--- src/rtl/uart_pkg.sv ---
// UART framing constants and FSM state encodings shared by the RAM dump path.
package uart_pkg;

  localparam logic        UART_START_BIT    = 1'b0;
  localparam logic        UART_STOP_BIT     = 1'b1;
  localparam int unsigned UART_DATA_BITS    = 8;
  localparam int unsigned UART_CLKS_PER_BIT = 434;

  typedef enum logic [1:0] {
    DUMP_IDLE,
    DUMP_FETCH,
    DUMP_LATCH,
    DUMP_SEND
  } dump_state_t;

  typedef enum logic [1:0] {
    TX_IDLE,
    TX_START,
    TX_DATA,
    TX_STOP
  } tx_phase_t;

endpackage

--- src/rtl/uart_tx_byte.sv ---
// 8N1 UART transmitter for a single byte, LSB first, with a registered line output.
module uart_tx_byte
  import uart_pkg::*;
#(
  parameter int unsigned CLKS_PER_BIT = UART_CLKS_PER_BIT
) (
  input  logic       clk,
  input  logic       rst,
  input  logic       load,
  input  logic [7:0] data,
  output logic       txd,
  output logic       tx_busy,
  output logic       tx_done
);

  localparam int unsigned      CNT_W     = $clog2(CLKS_PER_BIT);
  localparam logic [CNT_W-1:0] BAUD_LAST = CNT_W'(CLKS_PER_BIT - 1);
  localparam logic [2:0]       BIT_LAST  = 3'(UART_DATA_BITS - 1);

  tx_phase_t        phase_q, phase_d;
  logic [CNT_W-1:0] baud_q;
  logic [2:0]       bit_q;
  logic [7:0]       shift_q;
  logic             txd_q, txd_d;
  logic             baud_end;

  assign baud_end = (baud_q == BAUD_LAST);

  always_ff @(posedge clk or posedge rst) begin
    if (rst) begin
      phase_q <= TX_IDLE;
      txd_q   <= UART_STOP_BIT;
    end else begin
      phase_q <= phase_d;
      txd_q   <= txd_d;
    end
  end

  // tx_done flags the final cycle of the stop bit so the caller can act on the same edge.
  always_comb begin
    phase_d = phase_q;
    txd_d   = txd_q;
    tx_done = 1'b0;
    case (phase_q)
      TX_IDLE: begin
        if (load) begin
          phase_d = TX_START;
          txd_d   = UART_START_BIT;
        end
      end
      TX_START: begin
        if (baud_end) begin
          phase_d = TX_DATA;
          txd_d   = shift_q[0];
        end
      end
      TX_DATA: begin
        if (baud_end) begin
          if (bit_q == BIT_LAST) begin
            phase_d = TX_STOP;
            txd_d   = UART_STOP_BIT;
          end else begin
            txd_d = shift_q[1];
          end
        end
      end
      TX_STOP: begin
        if (baud_end) begin
          phase_d = TX_IDLE;
          tx_done = 1'b1;
        end
      end
      default: phase_d = TX_IDLE;
    endcase
  end

  always_ff @(posedge clk or posedge rst) begin
    if (rst) begin
      baud_q  <= '0;
      bit_q   <= '0;
      shift_q <= '0;
    end else if (phase_q == TX_IDLE) begin
      baud_q <= '0;
      bit_q  <= '0;
      if (load) shift_q <= data;
    end else begin
      baud_q <= baud_end ? '0 : baud_q + CNT_W'(1);
      if ((phase_q == TX_DATA) && baud_end) begin
        shift_q <= {1'b0, shift_q[7:1]};
        bit_q   <= bit_q + 3'd1;
      end
    end
  end

  assign txd     = txd_q;
  assign tx_busy = (phase_q != TX_IDLE);

endmodule

--- src/rtl/ram_dump_tx.sv ---
// Streams a contiguous RAM byte range out of the UART TX line for host-side read-back.
module ram_dump_tx
  import uart_pkg::*;
#(
  parameter int unsigned CLKS_PER_BIT = UART_CLKS_PER_BIT,
  parameter int unsigned ADDR_BITS    = 16
) (
  input  logic                 clk,
  input  logic                 rst,
  input  logic                 start,
  input  logic [ADDR_BITS-1:0] start_addr,
  input  logic [ADDR_BITS-1:0] length,
  output logic [ADDR_BITS-1:0] ram_addr,
  input  logic [7:0]           ram_do,
  output logic                 busy,
  output logic                 done,
  output logic                 uart_txd
);

  localparam logic [ADDR_BITS-1:0] ADDR_ONE = ADDR_BITS'(1);

  dump_state_t          state_q, state_d;
  logic [ADDR_BITS-1:0] addr_q;
  logic [ADDR_BITS-1:0] remain_q;
  logic [ADDR_BITS-1:0] ram_addr_q;
  logic                 done_q;

  logic accept, zero_req, byte_end, last_byte, load;
  logic tx_busy, tx_done;

  always_ff @(posedge clk or posedge rst) begin
    if (rst) state_q <= DUMP_IDLE;
    else     state_q <= state_d;
  end

  always_comb begin
    state_d   = state_q;
    accept    = 1'b0;
    zero_req  = 1'b0;
    byte_end  = 1'b0;
    last_byte = 1'b0;
    load      = 1'b0;
    case (state_q)
      DUMP_IDLE: begin
        if (start) begin
          if (length != '0) begin
            accept  = 1'b1;
            state_d = DUMP_FETCH;
          end else begin
            zero_req = 1'b1;
          end
        end
      end
      DUMP_FETCH: state_d = DUMP_LATCH;
      DUMP_LATCH: begin
        if (!tx_busy) begin
          load    = 1'b1;
          state_d = DUMP_SEND;
        end
      end
      DUMP_SEND: begin
        if (tx_done) begin
          byte_end  = 1'b1;
          last_byte = (remain_q == ADDR_ONE);
          state_d   = last_byte ? DUMP_IDLE : DUMP_FETCH;
        end
      end
      default: state_d = DUMP_IDLE;
    endcase
  end

  // ram_addr only moves when entering FETCH, so it keeps the last byte's address once idle.
  always_ff @(posedge clk or posedge rst) begin
    if (rst) begin
      addr_q     <= '0;
      remain_q   <= '0;
      ram_addr_q <= '0;
      done_q     <= 1'b0;
    end else begin
      done_q <= zero_req || last_byte;
      if (accept) begin
        addr_q     <= start_addr;
        remain_q   <= length;
        ram_addr_q <= start_addr;
      end else if (byte_end) begin
        addr_q   <= addr_q + ADDR_ONE;
        remain_q <= remain_q - ADDR_ONE;
        if (!last_byte) ram_addr_q <= addr_q + ADDR_ONE;
      end
    end
  end

  uart_tx_byte #(
    .CLKS_PER_BIT(CLKS_PER_BIT)
  ) u_tx (
    .clk    (clk),
    .rst    (rst),
    .load   (load),
    .data   (ram_do),
    .txd    (uart_txd),
    .tx_busy(tx_busy),
    .tx_done(tx_done)
  );

  assign ram_addr = ram_addr_q;
  assign busy     = (state_q != DUMP_IDLE);
  assign done     = done_q;

endmodule

--- config.mk ---
export PLATFORM = sky130hd
export DESIGN_NAME = ram_dump_tx
export DESIGN_NICKNAME = d
export VERILOG_FILES = /design/src/rtl/uart_pkg.sv /design/src/rtl/uart_tx_byte.sv /design/src/rtl/ram_dump_tx.sv
export SDC_FILE = /design/constraint.sdc
export NUM_CORES = 1
export LEC_CHECK = 0
export CAP_MARGIN = 30
export CORE_ASPECT_RATIO = 0.6
export CORE_MARGIN = 2
export CORE_UTILIZATION = 55
export CTS_CLUSTER_SIZE = 28
export DETAILED_ROUTE_END_ITERATION = 16
export PLACE_DENSITY_LB_ADDON = 0.3
export SLEW_MARGIN = 20
export SYNTH_ARGS = -nofsm -noshare
export SYNTH_HDL_FRONTEND = slang
export SYNTH_HIERARCHICAL = 1
export SYNTH_SLANG_ARGS = --single-unit
--- constraint.sdc ---
create_clock -name clk -period 2.3 [get_ports clk]
set_input_delay 0.69 -clock clk [delete_from_list [all_inputs] [get_ports clk]]
set_output_delay 0.69 -clock clk [all_outputs]
set_load 0.02 [all_outputs]
==> metrics.csv <==
stage,metric,value,unit
power,worst vdd ir,0.674,mV
yosys,mux cell area share after synthesis,0.0417,
worst_setup_path,CP cell instances,inv_1 > ha_1 > inv_1 > clkdlybuf4s15_1,
worst_setup_path,CP max stage delay,0.38,ns
yosys,syn avg cell area,9.73,sq um
cts,Max H-tree Level,3,
placed_design,routability cong.,0.844,
yosys,Synth async-reset ratio,1.00,
cts,worst skew pair latency,0.34,ns
yosys,Syn Nets,490,
placed_design,HPWL after DPL,6.83,mm
cts,CTS tree,done,
run,Max-Cap Viols,0,
worst_setup_path,worst setup path class,reg -> out,
route,sum of routed wire segments on met1,4.63,mm
final_layout,layout cell share with drive strength beyond 1,0.131,
sta,endpoints failing setup,0,
floorplan,Core Area,7330,sq um
yosys,"Top FF cell, synth",dfrtp_1,
floorplan,Die Span X,117,um
final_layout,final instance count without filler cells,617,
power,Lkg Pwr,2.32,nW
worst_setup_path,Startpoint Class,flop,
yosys,largest family of logic cells by synthesized area,simple AND/OR/NAND/NOR gates,
worst_setup_path,Worst Path Buf+Inv,3,
sta,max_slew headroom,0.647,
route,DR top layer,met4,
sta,RSZ-0062 raised after global routing,true,
route,Routed WL per cell,15.2,um
route,DRT Pass-1 Iters,5,
placed_design,placed cell count,601,
yosys,Yosys warning count,6,
global_routing,GRT overflow,0,
route,DR vias/cell,5.52,
cts,CTS Buffer Depth,2,
floorplan,initial cell density of the core,0.574,
yosys,Mapped Area,4200,sq um
worst_setup_path,critical path's top delay family,buffers and inverters,
floorplan,row count,24,
worst_setup_path,critical path endpoint category,primary output,
worst_setup_path,Crit path top cell by count,inv_1,
yosys,Yosys cell types,58,
yosys,XOR/XNOR share of the synthesized area,0.106,
yosys,Compound-Gate Fraction of Synth Area,0.121,
worst_setup_path,crit-path max FO,4,
run_status,outcome,completed,
yosys,Post-Synth Adder-Cell Area,0.0447,
sta,Tightest Pin Transition,0.528,ns
route,final wirelength,9.39,mm
final_layout,Area Growth Syn to Fin,27.4,%
final_layout,antenna cell count,0,
power,total power,6.44,mW
floorplan,I/O pin total,62,
global_routing,vias in the first global route,3281,
yosys,Mapped Cells,432,
route,WL met2,4.16,mm
placed_design,IO buf count,61,
power,pwr/cell area,1200,nW/um^2
cts,cts-stage hold buffer count,0,
route,"antenna viol nets, final",0,
route,initial DRC count,324,
sta,"Slew Viols, Final",0,
sta,clock skew,0.00687,ns
sta,endpoints failing hold,0,
global_routing,GRT Util Overall,0.244,
sta,Max Clk Rate,451,MHz
cts,Inserted Clock Buffers,9,
yosys,simple-gate area share of the yosys netlist,0.204,
yosys,"EDFF count, synth",0,
final_layout,nets@finish,566,
worst_setup_path,Critical Path AT,1.53,ns
sta,part of the cycle the worst path needs,0.964,
global_routing,largest net degree at the start of global routing,52,
route,vias,3407,
cts,CTS sink cnt,74,
floorplan,chip height,71.7,um
cts,CTS root buf,clkbuf_16,
route,drc violations,0,
yosys,"Seq/Total Area, Yosys",0.441,
cts,post-CTS setup buffer count,0,
cts,clk slew on worst S/H paths,0.05,ns
min_path,hold crit path type,reg -> reg,
worst_setup_path,CP max stage cell,dfrtp_1,
worst_setup_path,WP data required,1.61,ns
global_routing,first-pass GRT wire length,15.7,mm
yosys,post-synthesis register bit count,74,
sta,Final Critical Period,2.22,ns
floorplan,DIE AREA,8380,sq um
global_routing,initial antenna violation count,0,
route,routed wl met3,559,um
## path summary, 6_finish.rpt
check,slack [ns],cells past startpoint,endpoint,startpoint
worst max register to register,0.16,7,addr_q[11],u_tx/baud_q[6]
worst max-delay path,0.08,4,busy,state_q[0]
worst min-delay path,0.51,1,state_q[0],state_q[0]
min in group asynchronous,0.74,3,remain_q[3],rst
max in group asynchronous,1.27,3,u_tx/txd,rst
worst min register to register,0.51,1,state_q[0],state_q[0]
## state kept, by name, summed over array words and instances (netlist names)
register and count:
addr_q 16, done 1, ram_addr 16, remain_q 16
state_q 2, u_tx/baud_q 9, u_tx/bit_q 3, u_tx/phase_q 2
u_tx/shift_q 8, u_tx/txd 1
## cells by family after synthesis
group                    after synthesis
flip-flops                            74
multiplexers                          17
AO/OA/AOI/OAI                         88
buffers and inverters                 36
adder cells (fa/ha/maj)               15
AND/OR/NAND/NOR                      151
XOR/XNOR                              51
## final cells by class
class,count,area [sq um]
multi-input combinational,322,2180
fill,554,1970
sequential,74,1850
timing repair buffer,86,836
clock buffer,14,264
tap,104,130
inverter,15,56.3
clock inverter,2,35.0
## layout by cell type, fill, tap and decap left out, types with 2 or more instances in the layout
cell / synthesis / routed
clkdlybuf4s50_1: 0 / 60
mux2i_1: 16 / 16
nand3b_1: 2 / 2
dfrtp_1: 73 / 73
inv_1: 15 / 14
nor2_1: 28 / 28
or2_2: 2 / 2
a31oi_1: 2 / 2
nor4b_4: 2 / 2
nand4_1: 5 / 5
nor3_1: 7 / 7
nor2b_1: 2 / 2
clkbuf_8: 0 / 2
ha_1: 15 / 15
nand3_1: 12 / 12
nand2_1: 56 / 56
xor2_1: 29 / 29
buf_12: 1 / 3
a21oi_1: 21 / 21
o21ai_1: 42 / 42
o21ai_0: 5 / 5
and2_1: 2 / 2
o22ai_1: 7 / 7
nor3_4: 1 / 2
nor4_2: 3 / 3
nor4_1: 9 / 9
buf_4: 0 / 22
o21ai_2: 2 / 2
clkbuf_16: 0 / 9
and3_2: 1 / 2
clkbuf_1: 6 / 3
nand3_4: 2 / 2
xnor2_1: 22 / 22
## stage by stage
step / hold slack (ns) / setup slack (ns) / setup TNS (ns) / utilization / area (sq um)
floorplan: 0.455 / 0.343 / 0 / - / 4200
global route: 0.528 / -0.00283 / -0.00283 / 0.731 / 5360
global placement: 0.476 / -0.188 / -7.98 / 0.689 / 5050
CTS: 0.502 / 0.0536 / 0 / 0.730 / 5350
detailed placement: 0.494 / -0.240 / -9.15 / 0.689 / 5050
finish: 0.506 / 0.0830 / 0 / 0.731 / 5360
## synthesized netlist by cell type, types with 2 or more instances
cell type	count	area, sq um
dfrtp_1	73	1830
and2_1	2	12.5
a21oi_1	21	105
nand3b_1	2	15.0
nor4_2	3	37.5
o21ai_1	42	210
nor4_1	9	56.3
xnor2_1	22	193
nor2_1	28	105
o21ai_2	2	17.5
nor2b_1	2	12.5
xor2_1	29	254
nor3_1	7	35.0
inv_1	15	56.3
nor4b_4	2	47.6
nand4_1	5	31.3
o22ai_1	7	43.8
nand2_1	56	210
a31oi_1	2	12.5
nand3_4	2	35.0
ha_1	15	188
and3_1	2	12.5
or2_2	2	12.5
mux2i_1	16	160
clkbuf_1	6	22.5
buf_2	13	65.1
o21ai_0	5	25.0
nand3_1	12	60.1
## worst register-to-register path, stage by stage (launching register included)
cell	delay (ns)
dfrtp_1	0.44
nor4b_4	0.36
and3_2	0.28
nand2_1	0.11
buf_4	0.20
nor4_1	0.37
xnor2_1	0.19
o21ai_1	0.08
## where the power goes
group          switching (mW)  leakage [nW]  internal, mW
Sequential              0.642         0.914          1.86
Clock                   0.514         0.147         0.898
Combinational            1.30          1.26          1.22
Total                    2.46          2.32          3.98
## what timing repair did
| item | 4_1_cts | 5_1_grt |
|---|---|---|
| pin swaps | 0 | 3 |
| gates resized for setup | 1 | 2 |
| endpoints found under the setup margin | 1 | 9 |
## routing by layer
layer / vias to the layer above / track usage
met3: 4 / 0.0635
met2: 102 / 0.357
met5: - / 0
met4: 0 / 0.0549
li1: 1658 / -
met1: 1643 / 0.366
Note: power is estimated with default switching activity, not from simulation.
